===== src/rtl/alu_arb_pkg.sv =====
// Shared types for the two-requester ALU arbiter: op encoding, requester id and FSM states.
package alu_arb_pkg;

  localparam logic OP_ADD = 1'b0;
  localparam logic OP_MUL = 1'b1;

  typedef logic req_id_t;

  typedef enum logic {
    ST_ARB  = 1'b0,
    ST_HOLD = 1'b1
  } arb_state_t;

endpackage


===== src/rtl/alu_arb_tag_fifo.sv =====
// In-order tag FIFO remembering which requester owns each ALU operation in flight.
module alu_arb_tag_fifo
  import alu_arb_pkg::*;
#(
  parameter  int DEPTH = 4,
  localparam int AW    = $clog2(DEPTH),
  localparam int CW    = $clog2(DEPTH + 1)
) (
  input  logic          clk,
  input  logic          reset_n,
  input  logic          push,
  input  req_id_t       din,
  input  logic          pop,
  output req_id_t       dout,
  output logic          full,
  output logic          empty,
  output logic [CW-1:0] count
);

  req_id_t       r_mem [DEPTH];
  logic [AW-1:0] r_wr;
  logic [AW-1:0] r_rd;
  logic [CW-1:0] r_count;
  logic          w_doPush;
  logic          w_doPop;

  assign full     = (r_count == CW'(DEPTH));
  assign empty    = (r_count == '0);
  assign count    = r_count;
  assign dout     = r_mem[r_rd];
  assign w_doPush = push && !full;
  assign w_doPop  = pop && !empty;

  always_ff @(posedge clk) begin
    if (w_doPush) r_mem[r_wr] <= din;
  end

  always_ff @(posedge clk) begin
    if (!reset_n) begin
      r_wr    <= '0;
      r_rd    <= '0;
      r_count <= '0;
    end else begin
      if (w_doPush) r_wr <= r_wr + 1'b1;
      if (w_doPop)  r_rd <= r_rd + 1'b1;
      r_count <= r_count + CW'(w_doPush) - CW'(w_doPop);
    end
  end

endmodule


===== src/rtl/alu_arbiter.sv =====
// Two-requester front end for a shared in-order ALU with result routing by tag.
// Define ALU_ARB_FIXED_PRIO_EN to make requester 0 always win contention (no round-robin).
module alu_arbiter
  import alu_arb_pkg::*;
#(
  parameter  int WIDTH = 32,
  parameter  int DEPTH = 4,
  localparam int CW    = $clog2(DEPTH + 1)
) (
  input  logic                  clk,
  input  logic                  reset_n,
  input  logic [1:0]            req_valid,
  output logic [1:0]            req_ready,
  input  logic [1:0][WIDTH-1:0] req_a,
  input  logic [1:0][WIDTH-1:0] req_b,
  input  logic [1:0]            req_op,
  output logic [1:0]            rsp_valid,
  input  logic [1:0]            rsp_ready,
  output logic [WIDTH-1:0]      rsp_result,
  output logic [WIDTH-1:0]      alu_a,
  output logic [WIDTH-1:0]      alu_b,
  output logic                  alu_op,
  output logic                  alu_valid,
  input  logic                  alu_ready,
  input  logic [WIDTH-1:0]      alu_result,
  input  logic                  alu_res_valid,
  output logic                  alu_res_ready,
  output logic [CW-1:0]         outstanding
);

  arb_state_t       r_state;
  arb_state_t       w_nextState;
  req_id_t          r_lock;
  logic [WIDTH-1:0] r_holdA;
  logic [WIDTH-1:0] r_holdB;
  logic             r_holdOp;
  req_id_t          w_grant;
  req_id_t          w_head;
  logic             w_valid;
  logic             w_issue;
  logic             w_pop;
  logic             w_fifoFull;
  logic             w_fifoEmpty;
`ifndef ALU_ARB_FIXED_PRIO_EN
  req_id_t          r_last;
`endif

  // Outputs are forced idle while reset_n is low, even before the first edge.
  always_comb begin
    w_grant     = 1'b0;
    w_valid     = 1'b0;
    w_nextState = r_state;
    alu_a       = '0;
    alu_b       = '0;
    alu_op      = OP_ADD;
    if (reset_n) begin
      case (r_state)
        ST_ARB: begin
          if (!w_fifoFull && (req_valid != 2'b00)) begin
            w_valid = 1'b1;
`ifdef ALU_ARB_FIXED_PRIO_EN
            w_grant = req_valid[1] && !req_valid[0];
`else
            w_grant = (req_valid == 2'b11) ? ~r_last : req_valid[1];
`endif
            alu_a  = req_a[w_grant];
            alu_b  = req_b[w_grant];
            alu_op = req_op[w_grant];
            if (!alu_ready) w_nextState = ST_HOLD;
          end
        end
        ST_HOLD: begin
          w_valid = 1'b1;
          w_grant = r_lock;
          alu_a   = r_holdA;
          alu_b   = r_holdB;
          alu_op  = r_holdOp;
          if (alu_ready) w_nextState = ST_ARB;
        end
        default: w_nextState = ST_ARB;
      endcase
    end
  end

  assign alu_valid = w_valid;
  assign w_issue   = w_valid && alu_ready;
  assign req_ready = w_issue ? (w_grant ? 2'b10 : 2'b01) : 2'b00;

  // Operands are captured on a stalled offer so the ALU sees them frozen until accepted.
  always_ff @(posedge clk) begin
    if (!reset_n) begin
      r_state  <= ST_ARB;
      r_lock   <= 1'b0;
      r_holdA  <= '0;
      r_holdB  <= '0;
      r_holdOp <= OP_ADD;
    end else begin
      r_state <= w_nextState;
      if ((r_state == ST_ARB) && w_valid && !alu_ready) begin
        r_lock   <= w_grant;
        r_holdA  <= alu_a;
        r_holdB  <= alu_b;
        r_holdOp <= alu_op;
      end
    end
  end

`ifndef ALU_ARB_FIXED_PRIO_EN
  always_ff @(posedge clk) begin
    if (!reset_n)     r_last <= 1'b1;
    else if (w_issue) r_last <= w_grant;
  end
`endif

  assign alu_res_ready = reset_n && !w_fifoEmpty && rsp_ready[w_head];
  assign w_pop         = alu_res_valid && alu_res_ready;
  assign rsp_valid     = (reset_n && alu_res_valid && !w_fifoEmpty) ?
                         (w_head ? 2'b10 : 2'b01) : 2'b00;
  assign rsp_result    = alu_result;

  alu_arb_tag_fifo #(.DEPTH(DEPTH)) u_tagFifo (
    .clk     (clk),
    .reset_n (reset_n),
    .push    (w_issue),
    .din     (w_grant),
    .pop     (w_pop),
    .dout    (w_head),
    .full    (w_fifoFull),
    .empty   (w_fifoEmpty),
    .count   (outstanding)
  );

endmodule


===== config.mk =====
export PLATFORM = sky130hd
export DESIGN_NAME = alu_arbiter
export DESIGN_NICKNAME = d
export VERILOG_FILES = /design/src/rtl/alu_arb_pkg.sv /design/src/rtl/alu_arb_tag_fifo.sv /design/src/rtl/alu_arbiter.sv
export SDC_FILE = /design/constraint.sdc
export NUM_CORES = 1
export LEC_CHECK = 0
export ABC_AREA = 1
export CAP_MARGIN = 15
export CORE_MARGIN = 8
export CORE_UTILIZATION = 37
export DETAILED_ROUTE_END_ITERATION = 6
export GPL_TIMING_DRIVEN = 0
export MAX_ROUTING_LAYER = met4
export PLACE_DENSITY_LB_ADDON = 0.12
export SYNTH_ARGS = -nofsm -noshare
export SYNTH_HDL_FRONTEND = slang
export SYNTH_SLANG_ARGS = --single-unit
export TNS_END_PERCENT = 10

===== constraint.sdc =====
create_clock -name clk -period 2 [get_ports clk]
set_input_delay 0.4 -clock clk [delete_from_list [all_inputs] [get_ports clk]]
set_output_delay 0.4 -clock clk [all_outputs]
set_load 0.02 [all_outputs]

### Yosys cells after proc, flatten, opt, wreduce, memory -nomap -nowiden

Memory sizes are Yosys's and may differ from the RTL's. A register that Yosys moved wholly into a read port is not among the register bits.
Cells that the tools add are included.

| storage, ports and cells | value |
|---|---|
| register bits after elaboration | 75 |
| RAM bits | 4 |
| output and inout bits | 106 |
| memories | 1 |
| word-level logic and storage cells | 71 |
| input bits | 170 |

Memory list:

| memory | words | bits a word | rd ports | clocked after Yosys merged registers in | write ports | RTL line | source |
|---|---|---|---|---|---|---|---|
| u_tagFifo.r_mem | 4 | 1 | 1 | 1 | 1 | alu_arb_tag_fifo.sv:20 | `req_id_t r_mem [DEPTH];` |

| operators by class | value |
|---|---|
| bitwise gates (word level) | 2 |
| reductions and logical operators | 16 |
| mux-type cells | 35 |
| equal/unequal tests | 2 |
| order comparisons | 2 |
| add/sub/neg operators | 4 |

Operator list:

| operator | count |
|---|---|
| $mux W32 | 8 |
| $pmux W32 S2 | 2 |
| $mux W1 | 15 |
| $mux W2 | 6 |
| $logic_and A1 B1 Y1 | 11 |
| $pmux W1 S2 | 4 |
| $add A2 B1 Y2 const B | 2 |
| $lt A1 B2 Y1 const B | 2 |
| $add A3 B1 Y3 | 1 |
| $eq A3 B3 Y1 const B | 1 |
| $logic_not A1 Y1 | 3 |
| $logic_not A3 Y1 | 1 |
| $sub A3 B1 Y3 | 1 |
| $eq A2 B2 Y1 const B | 1 |
| $not A1 Y1 | 2 |
| $reduce_bool A2 Y1 | 1 |

### Longest topological paths before layout

| logic depth | value |
|---|---|
| depth in word-level cells | 10 |
| gate-level depth with buffers | 15 |
| gate-level depth less buffers | 15 |

### Modules after synthesis

A second synthesis with hierarchy kept.

| second synthesis, totals | value |
|---|---|
| cell total of the unflattened synthesis | 936 |
| area, all modules | 5666.7 um2 |

Modules (own cells, without submodules):

| module | cells each | times used | area each (um2) | sequential area each (um2) |
|---|---|---|---|---|
| alu_arbiter | 857 | 1 | 5003.5 | 1361.3 |
| alu_arb_tag_fifo | 79 | 1 | 663.1 | 300.3 |

### Worst setup path after synthesis

OpenSTA, ideal clock, no wires.

| timing | value |
|---|---|
| kind | input-to-reg |
| start | in reset_n |
| end | reg u_tagFifo.r_count[2] (netlist: u_tagFifo.count[2]) |
| slack | -0.044 ns |
| data arrival time | 1.923 ns |
| required time | 1.880 ns |
| buffers on the path | 1 |
| stages on the path | 14 |
| setup time | 0.120 ns |
| cell sequence | buf_2 nand2_1 inv_1 nand2_1 inv_1 nand2_1 inv_1 ha_1 inv_1 ha_1 inv_1 fa_1 o21ai_0 a21oi_1 |

| between the ends | value |
|---|---|
| word-level cells in the longest chain between the ends | 5 |
| elaborated cells between the ends (all ways) | 9 |
| classes of those cells | add/sub: 2; mux: 1; reduce/logical: 6 |

RTL lines:

| item | RTL line | source |
|---|---|---|
| start, declared | alu_arbiter.sv:11 | `input logic reset_n,` |
| $logic_and A1 B1 Y1 (2 in a row) | alu_arbiter.sv:115 | `assign alu_res_ready = reset_n && !w_fifoEmpty && rsp_ready[w_head];` |
| $logic_and A1 B1 Y1 | alu_arbiter.sv:116 | `assign w_pop = alu_res_valid && alu_res_ready;` |
| $logic_and A1 B1 Y1 | alu_arb_tag_fifo.sv:32 | `assign w_doPop = pop && !empty;` |
| via u_tagFifo.w_doPop | alu_arb_tag_fifo.sv:25 | `logic w_doPop;` |
| $sub A3 B1 Y3 | alu_arb_tag_fifo.sv:46 | `r_count <= r_count + CW'(w_doPush) - CW'(w_doPop);` |
| end signal, assigned | alu_arb_tag_fifo.sv:46 |  |
| end, declared | alu_arb_tag_fifo.sv:23 | `logic [CW-1:0] r_count;` |

The timed path passes the listed nets, and every way through them passes these cells.
A chain may end at the register's enable or synchronous reset.

### Worst setup path in the final report

| timing | value |
|---|---|
| start | reg u_tagFifo.r_count[1] (netlist: u_tagFifo.count[1]) |
| end | out alu_b[6] |

| between the ends | value |
|---|---|
| word-level cells in the longest chain between the ends | 6 |

RTL lines:

| item | RTL line | source |
|---|---|---|
| $eq A3 B3 Y1 | alu_arb_tag_fifo.sv:27 | `assign full = (r_count == CW'(DEPTH));` |
| $logic_not A1 Y1 | alu_arbiter.sv:59 | `if (!w_fifoFull && (req_valid != 2'b00)) begin` |
| $logic_and A1 B1 Y1 | alu_arbiter.sv:59 |  |
| $mux W32 | alu_arbiter.sv:59 |  |
| $pmux W32 S2 | alu_arbiter.sv:57 | `case (r_state)` |
| $mux W32 | alu_arbiter.sv:56 | `if (reset_n) begin` |
| end, declared | alu_arbiter.sv:21 | `output logic [WIDTH-1:0] alu_b,` |

No other way between the ends.

==> out/results.ini <==
[critical_path]
crit_path_max_incr_delay_ns = 0.36
worstPathRequired_ns = 1.60
path_max_fanout = 5
cp.arrival_ns = 1.72
path_class = register to output pin
cp_cell_sequence = inv_4 -> nand3_4 -> nand3_4 -> inv_6 -> buf_12 -> clkbuf_16 -> nand2_2 -> a21oi_2 -> buf_6
start_kind = register
critPathMostFrequentCell = nand3_4
crit_slowest_cell = dfxtp_4
endpoint_kind = output pin

[logic_synthesis]
yosys_warnings = 0
synth_xor_area_share_pct = 0.162
synth_top_family_by_area = simple AND/OR/NAND/NOR gates
async_flop_share_pct = 0
yosys.area.top_type_share_pct = 31.3
syn_nets = 1037
ys_types = 28
synthMuxAreaShare_pct = 0
yosysMostFrequentCell = nand2_1
synth_flop_cell = dfxtp_1
synth_adder_area_share_pct = 1.76
yosysTopAreaCell = nand2_1
avgSynthCellArea_um2 = 6.29
synth_compound_area_share_pct = 10.3
synth_common_cells = nand2_1, dfxtp_1, nand3_1, a21oi_2, buf_4
ys_seq_elements = 81
synth_edf_count = 4
synthSimpleGateAreaFrac_pct = 43.7
synthTopCellsByArea = nand2_1, dfxtp_1, a21oi_2
synth-seq-area-share_pct = 30.7
syn_inst = 860
synthesis.area_um2 = 5410

[clocking]
cts_hold_buffers = 0
clkTransAtPathRegs_ns = 0.06
cts_tree = done
cts_root_buffer = clkbuf_16
cts_buffers = 9
clock-sinks = 81
cts_buffer_depth = 2
clock_latency_ns = 0.34
htree_levels = 3

[timing]
worst_clock_skew_ns = 0.00489
slew_viol_final = 0
setup_viol = 62
fmax_ghz = 0.471
final_hold_viol_count = 0
worst_slack_ns = -0.122
worst_pin_slew_ns = 0.910
rsz0062_at_grt = yes
slew_headroom_pct = 39.3
fin_crit_sh_pct = 106
finalCriticalPeriod_ns = 2.12

[final_layout]
final_nets = 1321
final-seq-area_um2 = 1670
fill_cells = 1354
syn_to_final_growth_pct = 73.4
drive_gt1_share_pct = 30.1
fin_cells = 1333
post-route-util_pct = 65.0
fin_area_um2 = 9380
n_antenna_cell = 0
multi_input_area_um2 = 3340

[route]
route.detailed.drc = 0
num_vias = 6203
wl_per_cell_um = 15.0
wirelength_um = 20000
via_per_inst = 4.65
firstDrtPassIters = 5
drt_iter0_drc = 315
ant_nets = 0

[placed_design]
dp_hpwl_um = 14200
port_buffers = 242
place_inst = 1286
dp_slack_ns = -0.997
place_area_um2 = 8070
place.gp.congestion = 0.763

[die]
core_um2 = 14400
die_h_um = 137
die_w_um = 137
die_area_um2 = 18700
ios = 276
rows = 44
start_util_pct = 37.5

[hold_path]
min_path_type = input pin to register

[grt]
grt_pass1_wl_um = 29600
grt_usage_pct = 20.0
grt_antenna_before_repair = 0
grt_pass1_vias = 5996
grt_max_degree = 16
globalRouteOverflowTotal = 0

[pwr]
peakVddDrop_mv = 0.521
p_total_mw = 6.83
power_leakage_nw = 4.35
powerDensity_nw_per_um2 = 728

[run_status]
violations = setup timing
status = finished with violations

[flow_run]
drv_cap = 0

## power breakdown
group	switching [mW]	internal [mW]	total, mW	leakage, nW
Combinational	1.67	1.64	3.31	3.55
Clock	0.712	0.978	1.69	0.139
Sequential	0.0777	1.75	1.83	0.663
Total	2.46	4.37	6.83	4.35
## state kept, by name, summed over array words and instances (netlist names), 2 cells and up, named ones only
register	cells
u_tagFifo.r_wr	2
u_tagFifo.r_mem	4
r_holdA	32
r_holdB	32
u_tagFifo.r_rd	2
u_tagFifo.count	3
## layout make-up
| type | instances | share of cell area [%] |
|---|---|---|
| multi-input cells | 659 | 35.6 |
| repair buffers | 276 | 32.0 |
| flip-flops and latches | 81 | 17.8 |
| plain buffers | 87 | 7.47 |
| well taps | 184 | 2.45 |
| clock buffers | 9 | 2.40 |
| inverters | 30 | 1.41 |
| clock inverters | 7 | 0.840 |
## critical path: cells and delay by family (launching register included)
| family | cells | cell delay (ns) |
|---|---|---|
| buffers and inverters | 5 | 0.59 |
| DFF | 1 | 0.36 |
| and+or+nand+nor | 3 | 0.24 |
| AOI/OAI and AO/OA | 1 | 0.19 |
## cell families after synthesis
logic type,Yosys count
buffers and inverters,120
flip-flops,81
XOR/XNOR,1
AND/OR/NAND/NOR,577
adder cells (fa/ha/maj),7
AO/OA/AOI/OAI,74
## final timing paths
kind	slack, ns	endpoint	from	cells after the start
worst max-delay path	-0.12	alu_b[6]	u_tagFifo.count[1]	9
worst min-delay path	0.40	r_state	reset_n	3
worst max register to register	-0.07	u_tagFifo.count[1]	u_tagFifo.r_mem[2]	13
worst min register to register	0.47	r_holdA[21]	r_holdA[21]	2
## through the flow
step | hold WS [ns] | setup TNS (ns)
global route | 0.425 | -9.63
global placement | 0.456 | -66.64
detailed placement | 0.460 | -69.25
finish | 0.400 | -3.98
CTS | 0.393 | -8.03
floorplan | 0.442 | 0
## cell usage in the layout (no fill, tap or decap), types with 6 or more instances in the layout
cell             instances
buf_2                   13
nand2_2                 53
clkbuf_16               20
buf_12                   7
nand3_1                 70
nand2_4                  7
nand2_1                421
a21oi_4                 11
clkbuf_1                11
buf_6                   63
buf_4                   61
clkdlybuf4s50_1        169
buf_8                   10
a21oi_2                 54
a21oi_1                  6
inv_1                   19
dfxtp_1                 71
nor2_1                  14
inv_2                    8
## per-layer routing
layer  global-route usage, %  part of all wire (%)  vias to the layer above
li1                        -                     -                     3224
met5                       -                     0                        -
met2                    32.2                    48                      205
met3                    3.74                   6.9                       18
met1                    24.8                    43                     2756
met4                    6.64                   1.4                        0
## what timing repair did
action,in CTS,in global routing
endpoints found under the setup margin,73,71
pin swaps,14,40
buffers inserted,7,13
hold endpoints to repair,0,0
cloned,4,11
resized for setup,464,89
Power figures use the tool's default switching activity.
